**config.mk**
```make
export PLATFORM = sky130hd
export DESIGN_NAME = pipe_hazard_ctrl_flat
export DESIGN_NICKNAME = d
export VERILOG_FILES = /design/src/rtl/pipe_ctrl_pkg.sv /design/src/rtl/pipe_hazard_ctrl_if.sv /design/src/rtl/mem_wait_fsm.sv /design/src/rtl/pipe_hazard_ctrl.sv /design/src/flat_wrapper.sv
export SDC_FILE = /design/constraint.sdc
export NUM_CORES = 1
export LEC_CHECK = 0
export BUFFER_PORTS_ARGS = -buffer_cell sky130_fd_sc_hd__clkbuf_2
export CAP_MARGIN = 5
export CORE_ASPECT_RATIO = 0.8
export CORE_MARGIN = 5
export CORE_UTILIZATION = 43
export DETAILED_ROUTE_END_ITERATION = 16
export PLACE_DENSITY = 0.79
export SETUP_SLACK_MARGIN = 0.5
export SLEW_MARGIN = 20
export SYNTH_ARGS = -nofsm -noshare
export SYNTH_HDL_FRONTEND = slang
export SYNTH_SLANG_ARGS = --single-unit
```
**constraint.sdc**
```tcl
create_clock -name clk -period 2.1 [get_ports clk]
set_input_delay 0.21 -clock clk [delete_from_list [all_inputs] [get_ports clk]]
set_output_delay 0.21 -clock clk [all_outputs]
set_load 0.005 [all_outputs]
```
**src/rtl/pipe_ctrl_pkg.sv**
```systemverilog
// Shared types and helpers for the pipeline hazard controller.
// Memory FSM states, forwarding select codes and register-match helpers.
package pipe_ctrl_pkg;

    typedef enum logic {
        IDLE,
        WAIT
    } memState_t;

    localparam logic [1:0] FWD_REG = 2'b00;
    localparam logic [1:0] FWD_WB  = 2'b01;
    localparam logic [1:0] FWD_MEM = 2'b10;

    // True when a nonzero destination feeds a source the ID instruction reads
    function automatic logic srcHit(
        input logic [4:0] dst,
        input logic [4:0] rs,
        input logic       useRs,
        input logic [4:0] rt,
        input logic       useRt
    );
        return (dst != 5'd0) &&
               ((useRs && (rs == dst)) ||
                (useRt && (rt == dst)));
    endfunction

    function automatic logic [1:0] fwdSel(
        input logic [4:0] src,
        input logic       memFwd,
        input logic [4:0] memDst,
        input logic       wbWr,
        input logic [4:0] wbDst
    );
        if (memFwd && (memDst != 5'd0) && (memDst == src))
            return FWD_MEM;
        if (wbWr && (wbDst != 5'd0) && (wbDst == src))
            return FWD_WB;
        return FWD_REG;
    endfunction

endpackage

```
**src/rtl/pipe_hazard_ctrl_if.sv**
```systemverilog
// Data-memory request/acknowledge handshake between the
// hazard controller (master) and the data memory (slave).
interface pipe_hazard_ctrl_if;

    logic dmem_req;
    logic dmem_ack;

    modport master (
        output dmem_req,
        input  dmem_ack
    );

    modport slave (
        input  dmem_req,
        output dmem_ack
    );

endinterface

```
**src/rtl/mem_wait_fsm.sv**
```systemverilog
// Multi-cycle data-memory wait FSM with timeout and sticky error.
// Stall is released in the ack cycle or in the last timeout cycle.
import pipe_ctrl_pkg::*;

module mem_wait_fsm #(
    parameter int MEM_TIMEOUT = 64
) (
    input  logic clk,
    input  logic rst_n,
    input  logic memOp,
    input  logic dmemAck,
    output logic dmemReq,
    output logic memStall,
    output logic memErr
);

    localparam int TW = $clog2(MEM_TIMEOUT);
    localparam logic [TW-1:0] TLAST = TW'(MEM_TIMEOUT - 1);

    memState_t     state;
    memState_t     stateNext;
    logic [TW-1:0] timer;
    logic [TW-1:0] timerNext;
    logic          errNext;

    always_ff @(posedge clk or negedge rst_n) begin
        if (!rst_n) begin
            state  <= IDLE;
            timer  <= '0;
            memErr <= 1'b0;
        end else begin
            state  <= stateNext;
            timer  <= timerNext;
            memErr <= errNext;
        end
    end

    always_comb begin
        stateNext = state;
        timerNext = timer;
        errNext   = memErr;
        unique case (state)
            IDLE: begin
                if (memOp && !dmemAck) begin
                    stateNext = WAIT;
                    timerNext = '0;
                end
            end
            WAIT: begin
                if (dmemAck) begin
                    stateNext = IDLE;
                end else if (timer == TLAST) begin
                    stateNext = IDLE;
                    errNext   = 1'b1;
                end else begin
                    timerNext = timer + TW'(1);
                end
            end
        endcase
    end

    // Outputs are forced low while reset is held, even mid-WAIT
    always_comb begin
        dmemReq  = 1'b0;
        memStall = 1'b0;
        if (rst_n) begin
            unique case (state)
                IDLE: begin
                    dmemReq  = memOp;
                    memStall = memOp && !dmemAck;
                end
                WAIT: begin
                    dmemReq  = 1'b1;
                    memStall = !dmemAck && (timer != TLAST);
                end
            endcase
        end
    end

endmodule

```
**src/rtl/pipe_hazard_ctrl.sv**
```systemverilog
// Hazard, forwarding and stall control for the 5-stage pipeline.
// Define FORWARDING_EN for EX operand forwarding (load-use stalls only).
import pipe_ctrl_pkg::*;

module pipe_hazard_ctrl #(
    parameter int CNT_W       = 16,
    parameter int MEM_TIMEOUT = 64
) (
    input  logic             clk,
    input  logic             rst_n,
    input  logic [4:0]       id_rs,
    input  logic [4:0]       id_rt,
    input  logic             id_use_rs,
    input  logic             id_use_rt,
    input  logic [4:0]       ex_rs,
    input  logic [4:0]       ex_rt,
    input  logic [4:0]       ex_dst,
    input  logic             ex_regwrite,
    input  logic             ex_memread,
    input  logic [4:0]       mem_dst,
    input  logic             mem_regwrite,
    input  logic             mem_memread,
    input  logic             mem_memwrite,
    input  logic [4:0]       wb_dst,
    input  logic             wb_regwrite,
    input  logic             branch_taken,
    pipe_hazard_ctrl_if.master dmem,
    output logic             pc_hold,
    output logic             ifid_hold,
    output logic             exmem_hold,
    output logic             ifid_flush,
    output logic             idex_flush,
    output logic             memwb_bubble,
    output logic [1:0]       fwd_a,
    output logic [1:0]       fwd_b,
    output logic             mem_err,
    output logic [CNT_W-1:0] stall_cnt
);

    logic       memOp;
    logic       memStall;
    logic       dataHaz;
    logic [1:0] fwdA;
    logic [1:0] fwdB;

    assign memOp = mem_memread || mem_memwrite;

    mem_wait_fsm #(
        .MEM_TIMEOUT(MEM_TIMEOUT)
    ) uMemFsm (
        .clk      (clk),
        .rst_n    (rst_n),
        .memOp    (memOp),
        .dmemAck  (dmem.dmem_ack),
        .dmemReq  (dmem.dmem_req),
        .memStall (memStall),
        .memErr   (mem_err)
    );

`ifdef FORWARDING_EN
    logic memFwd;

    assign memFwd  = mem_regwrite && !mem_memread;
    assign dataHaz = ex_memread &&
        srcHit(ex_dst, id_rs, id_use_rs, id_rt, id_use_rt);
    assign fwdA = fwdSel(ex_rs, memFwd, mem_dst, wb_regwrite, wb_dst);
    assign fwdB = fwdSel(ex_rt, memFwd, mem_dst, wb_regwrite, wb_dst);
`else
    logic unusedFwd;

    // No bypass anywhere: every in-flight writer of a used source stalls
    assign dataHaz =
        (ex_regwrite &&
         srcHit(ex_dst, id_rs, id_use_rs, id_rt, id_use_rt)) ||
        (mem_regwrite &&
         srcHit(mem_dst, id_rs, id_use_rs, id_rt, id_use_rt)) ||
        (wb_regwrite &&
         srcHit(wb_dst, id_rs, id_use_rs, id_rt, id_use_rt));
    assign fwdA = FWD_REG;
    assign fwdB = FWD_REG;
    assign unusedFwd = ^{ex_rs, ex_rt, ex_memread};
`endif

    assign fwd_a = rst_n ? fwdA : FWD_REG;
    assign fwd_b = rst_n ? fwdB : FWD_REG;

    always_comb begin
        pc_hold      = 1'b0;
        ifid_hold    = 1'b0;
        exmem_hold   = 1'b0;
        ifid_flush   = 1'b0;
        idex_flush   = 1'b0;
        memwb_bubble = 1'b0;
        if (rst_n) begin
            priority case (1'b1)
                memStall: begin
                    pc_hold      = 1'b1;
                    ifid_hold    = 1'b1;
                    exmem_hold   = 1'b1;
                    memwb_bubble = 1'b1;
                end
                branch_taken: begin
                    ifid_flush = 1'b1;
                    idex_flush = 1'b1;
                end
                dataHaz: begin
                    pc_hold    = 1'b1;
                    ifid_hold  = 1'b1;
                    idex_flush = 1'b1;
                end
                default: ;
            endcase
        end
    end

    always_ff @(posedge clk or negedge rst_n) begin
        if (!rst_n)
            stall_cnt <= '0;
        else if (pc_hold && (stall_cnt != '1))
            stall_cnt <= stall_cnt + CNT_W'(1);
    end

endmodule

```
**src/flat_wrapper.sv**
```systemverilog
// flat-port wrapper written by rule: the top's interface ports become plain ports
module pipe_hazard_ctrl_flat 
#(
    parameter int CNT_W       = 16,
    parameter int MEM_TIMEOUT = 64
)
  (clk, rst_n, id_rs, id_rt, id_use_rs, id_use_rt, ex_rs, ex_rt, ex_dst, ex_regwrite, ex_memread, mem_dst, mem_regwrite, mem_memread, mem_memwrite, wb_dst, wb_regwrite, branch_taken, pc_hold, ifid_hold, exmem_hold, ifid_flush, idex_flush, memwb_bubble, fwd_a, fwd_b, mem_err, stall_cnt, dmem_dmem_req, dmem_dmem_ack);
  pipe_hazard_ctrl_if dmem_i ();
  input  logic clk;
  input  logic rst_n;
  input  logic [4:0] id_rs;
  input  logic [4:0] id_rt;
  input  logic id_use_rs;
  input  logic id_use_rt;
  input  logic [4:0] ex_rs;
  input  logic [4:0] ex_rt;
  input  logic [4:0] ex_dst;
  input  logic ex_regwrite;
  input  logic ex_memread;
  input  logic [4:0] mem_dst;
  input  logic mem_regwrite;
  input  logic mem_memread;
  input  logic mem_memwrite;
  input  logic [4:0] wb_dst;
  input  logic wb_regwrite;
  input  logic branch_taken;
  output logic pc_hold;
  output logic ifid_hold;
  output logic exmem_hold;
  output logic ifid_flush;
  output logic idex_flush;
  output logic memwb_bubble;
  output logic [1:0] fwd_a;
  output logic [1:0] fwd_b;
  output logic mem_err;
  output logic [CNT_W-1:0] stall_cnt;
  output wire logic [$bits(dmem_i.dmem_req)-1:0] dmem_dmem_req;
  input wire logic [$bits(dmem_i.dmem_ack)-1:0] dmem_dmem_ack;
  assign dmem_dmem_req = dmem_i.dmem_req;
  assign dmem_i.dmem_ack = dmem_dmem_ack;
  pipe_hazard_ctrl #(.CNT_W(CNT_W), .MEM_TIMEOUT(MEM_TIMEOUT)) u_core (.clk(clk), .rst_n(rst_n), .id_rs(id_rs), .id_rt(id_rt), .id_use_rs(id_use_rs), .id_use_rt(id_use_rt), .ex_rs(ex_rs), .ex_rt(ex_rt), .ex_dst(ex_dst), .ex_regwrite(ex_regwrite), .ex_memread(ex_memread), .mem_dst(mem_dst), .mem_regwrite(mem_regwrite), .mem_memread(mem_memread), .mem_memwrite(mem_memwrite), .wb_dst(wb_dst), .wb_regwrite(wb_regwrite), .branch_taken(branch_taken), .dmem(dmem_i), .pc_hold(pc_hold), .ifid_hold(ifid_hold), .exmem_hold(exmem_hold), .ifid_flush(ifid_flush), .idex_flush(idex_flush), .memwb_bubble(memwb_bubble), .fwd_a(fwd_a), .fwd_b(fwd_b), .mem_err(mem_err), .stall_cnt(stall_cnt));
endmodule
```
==> results.sh <==
export IMPL_critPathTopFamily="compound AO/OA/AOI/OAI gates"
export IMPL_synth_edf_count=0
export IMPL_synth_top_area_share=0.360
export IMPL_ys_ff_latch=24
export IMPL_cp_required_ns=1.89
export IMPL_die_area_um2=5240
export IMPL_antenna_found_initial=0
export IMPL_fin_nets=314
export IMPL_slew_viol_final=0
export IMPL_synth_fa_ha_area_frac=0.0150
export IMPL_yosys_mux_area_fraction=0.0195
export IMPL_cpPeakStageDelay_ns=0.51
export IMPL_place_inst=298
export IMPL_cp_max_fo=3
export IMPL_path_clk_slew_ns=0.08
export IMPL_yosysUniqueCellTypes=38
export IMPL_cts_buffer_depth=2
export IMPL_drive_gt1_frac=0.500
export IMPL_gp_congestion=0.814
export IMPL_path_depth=7
export IMPL_syn_area_per_cell_um2=9.59
export IMPL_first_pass_iters=4
export IMPL_cts_tree="done"
export IMPL_antennaDiodeCount=0
export IMPL_hold_violations=0
export IMPL_synth_main_ff_cell="dfrtp_1"
export IMPL_cts_root_buf="clkbuf_8"
export IMPL_startpoint_type="input pin"
export IMPL_dieWidth_um=79.7
export IMPL_synth_area_leader_cell="dfrtp_1"
export IMPL_instances_no_fill=319
export IMPL_wl_um=4960
export IMPL_io_buffers=59
export IMPL_synthSimpleGateAreaFrac=0.244
export IMPL_drtIter0Drc=46
export IMPL_vias=1632
export IMPL_pwr_density_cell_nw_per_um2=592
export IMPL_arrival_ns=1.75
export IMPL_insertion_delay_ns=0.26
export IMPL_p_leak_nw=1.13
export IMPL_worstPathCellList="buf_6 -> or4_4 -> o21a_1 -> a222oi_1 -> buf_4 -> o21bai_4 -> clkbuf_2"
export IMPL_netlist_area_um2=1670
export IMPL_wl_per_cell_um=15.5
export IMPL_io_pins=75
export IMPL_grt_max_degree=14
export IMPL_htree_levels=1
export IMPL_hpwl_um=3530
export IMPL_setup_viol=0
export IMPL_gr_total_overflow=0
export IMPL_row_count=20
export IMPL_core_area_um2=3780
export IMPL_holdPathStages=2
export IMPL_initial_utilization=0.442
export IMPL_synthTopCellsByArea="dfrtp_1, xnor2_1, nand4_1, nand3_2, nand2_1"
export IMPL_crit_path_top_delay_cell="or4_4"
export IMPL_tns_ns=0
export IMPL_synth_common_cells="xnor2_1, dfrtp_1, nand2_1"
export IMPL_synthXorXnorAreaFrac=0.236
export IMPL_cts_sinks=24
export IMPL_cp_buffers_inverters=3
export IMPL_route_antenna_remaining_nets=0
export IMPL_fillCellCount=279
export IMPL_grt_pass1_vias=1641
export IMPL_end_kind="primary output"
export IMPL_finalCriticalPeriod_ns=1.96
export IMPL_cts_made_buffers=3
export IMPL_ir_worst_vdd_mv=0.533
export IMPL_skew_ns=0.00251
export IMPL_area_delta_synth_final_pct=48.1
export IMPL_fmax_mhz=511
export IMPL_multi_input_area_um2=1140
export IMPL_vias_per_cell=5.12
export IMPL_synth_top_family_by_area="simple AND/OR/NAND/NOR gates"
export IMPL_synth_most_common_cell="xnor2_1"
export IMPL_status="finished clean"
export IMPL_async_flop_share=1.00
export IMPL_drv_cap=0
export IMPL_grt_pass1_wl_um=7490
export IMPL_synth_compound_area_frac=0.0750
export IMPL_fin_crit_sh=0.931
export IMPL_drcViolationCount=0
export IMPL_synth_warnings=0
export IMPL_grt_usage=0.182
export IMPL_die_h_um=65.7
export IMPL_rsz0062_at_grt="yes"
export IMPL_crit_type="in -> out"
export IMPL_seqCellArea_um2=602
export IMPL_final_setup_worst_slack_ns=0.144
export IMPL_ys_seq_area_frac=0.360
export IMPL_r2r_cells=9
export IMPL_pre_cts_slack_ns=-0.0534
export IMPL_syn_inst=174
export IMPL_hp_class="in -> reg"
## cell families after synthesis
group	after synthesis
flops	24
other cells	1
xor+xnor	45
buf+inv	13
compound gates	18
mux	3
simple gates	68
fa+ha+maj	2
## worst paths after layout
check,start,endpoint,slack (ns)
min in group asynchronous,rst_n,u_core.uMemFsm.state$_DFF_PN0_,0.41
worst min register to register,u_core.uMemFsm.memErr$_DFFE_PN0P_,u_core.uMemFsm.memErr$_DFFE_PN0P_,0.49
worst max-delay path,mem_dst[2],ifid_hold,0.14
worst max register to register,u_core.uMemFsm.timer[1]$_DFFE_PN0P_,u_core.stall_cnt[7]$_DFFE_PN0P_,0.17
worst min-delay path,dmem_dmem_ack,u_core.uMemFsm.timer[2]$_DFFE_PN0P_,0.21
max in group asynchronous,rst_n,u_core.stall_cnt[2]$_DFFE_PN0P_,1.37
## registers in the layout, indices dropped and copies added, names as in the netlist
| register | count |
|---|---|
| u_core.uMemFsm.timer | 6 |
| u_core.stall_cnt | 16 |
| u_core.uMemFsm.state | 1 |
| u_core.uMemFsm.memErr | 1 |
## report_power, final
part           leakage (nW)  total, W  switching, W  internal (W)
Sequential            0.313  0.000605     0.0000782      0.000526
Clock                0.0288  0.000312      0.000145      0.000167
Combinational         0.789  0.000546      0.000274      0.000272
Total                  1.13   0.00146      0.000497      0.000966
## routing by layer
layer | track usage | share of wire | vias up
met4 | 0.0601 | 0.012 | 0
met3 | 0.0384 | 0.089 | 8
li1 | - | - | 780
met1 | 0.225 | 0.41 | 759
met5 | 0 | 0 | -
met2 | 0.316 | 0.49 | 85
## cell usage in the layout (no fill, tap or decap), types with 6 or more instances in the layout
master | netlist | final
nand3_2 | 8 | 6
nand4_1 | 14 | 14
buf_6 | 1 | 9
dfrtp_1 | 24 | 23
clkbuf_2 | 0 | 56
nor2_1 | 6 | 6
xnor2_1 | 43 | 41
buf_4 | 6 | 25
nand2_1 | 16 | 11
## per-stage QoR
step | instance area, um^2 | power, W | hold WS, ns | util
floorplan | 1720 | 0.000847 | -0.0856 | -
global placement | 2140 | 0.00103 | 0.0644 | 0.566
detailed placement | 2140 | 0.00105 | 0.0751 | 0.566
CTS | 2340 | 0.00139 | 0.213 | 0.620
global route | 2470 | 0.00154 | 0.217 | 0.654
finish | 2470 | 0.00146 | 0.206 | 0.654
## worst reg2reg max path, delay by kind of cell, from the launching register on
kind,cells,cell delay (ns)
buffers and inverters,1,0.17
flip-flops,1,0.41
AO/OA/AOI/OAI,2,0.29
XOR/XNOR,1,0.16
adder cells (fa/ha/maj),1,0.21
AND/OR/NAND/NOR,4,0.58
## layout make-up
type,count,area share
Tap cell,55,0.0278
Sequential cell,24,0.244
Timing Repair Buffer,93,0.241
Multi-Input combinational cell,140,0.461
Clock buffer,4,0.0223
Inverter,3,0.00456
## what timing repair did
action,in CTS,in global routing
buffers inserted,11,4
endpoints found under the hold margin,5,0
resized for setup,11,24
endpoints found under the setup margin,26,29
pin swaps,14,12
hold buffers,2,0
Note: power is estimated with default switching activity, not from simulation.
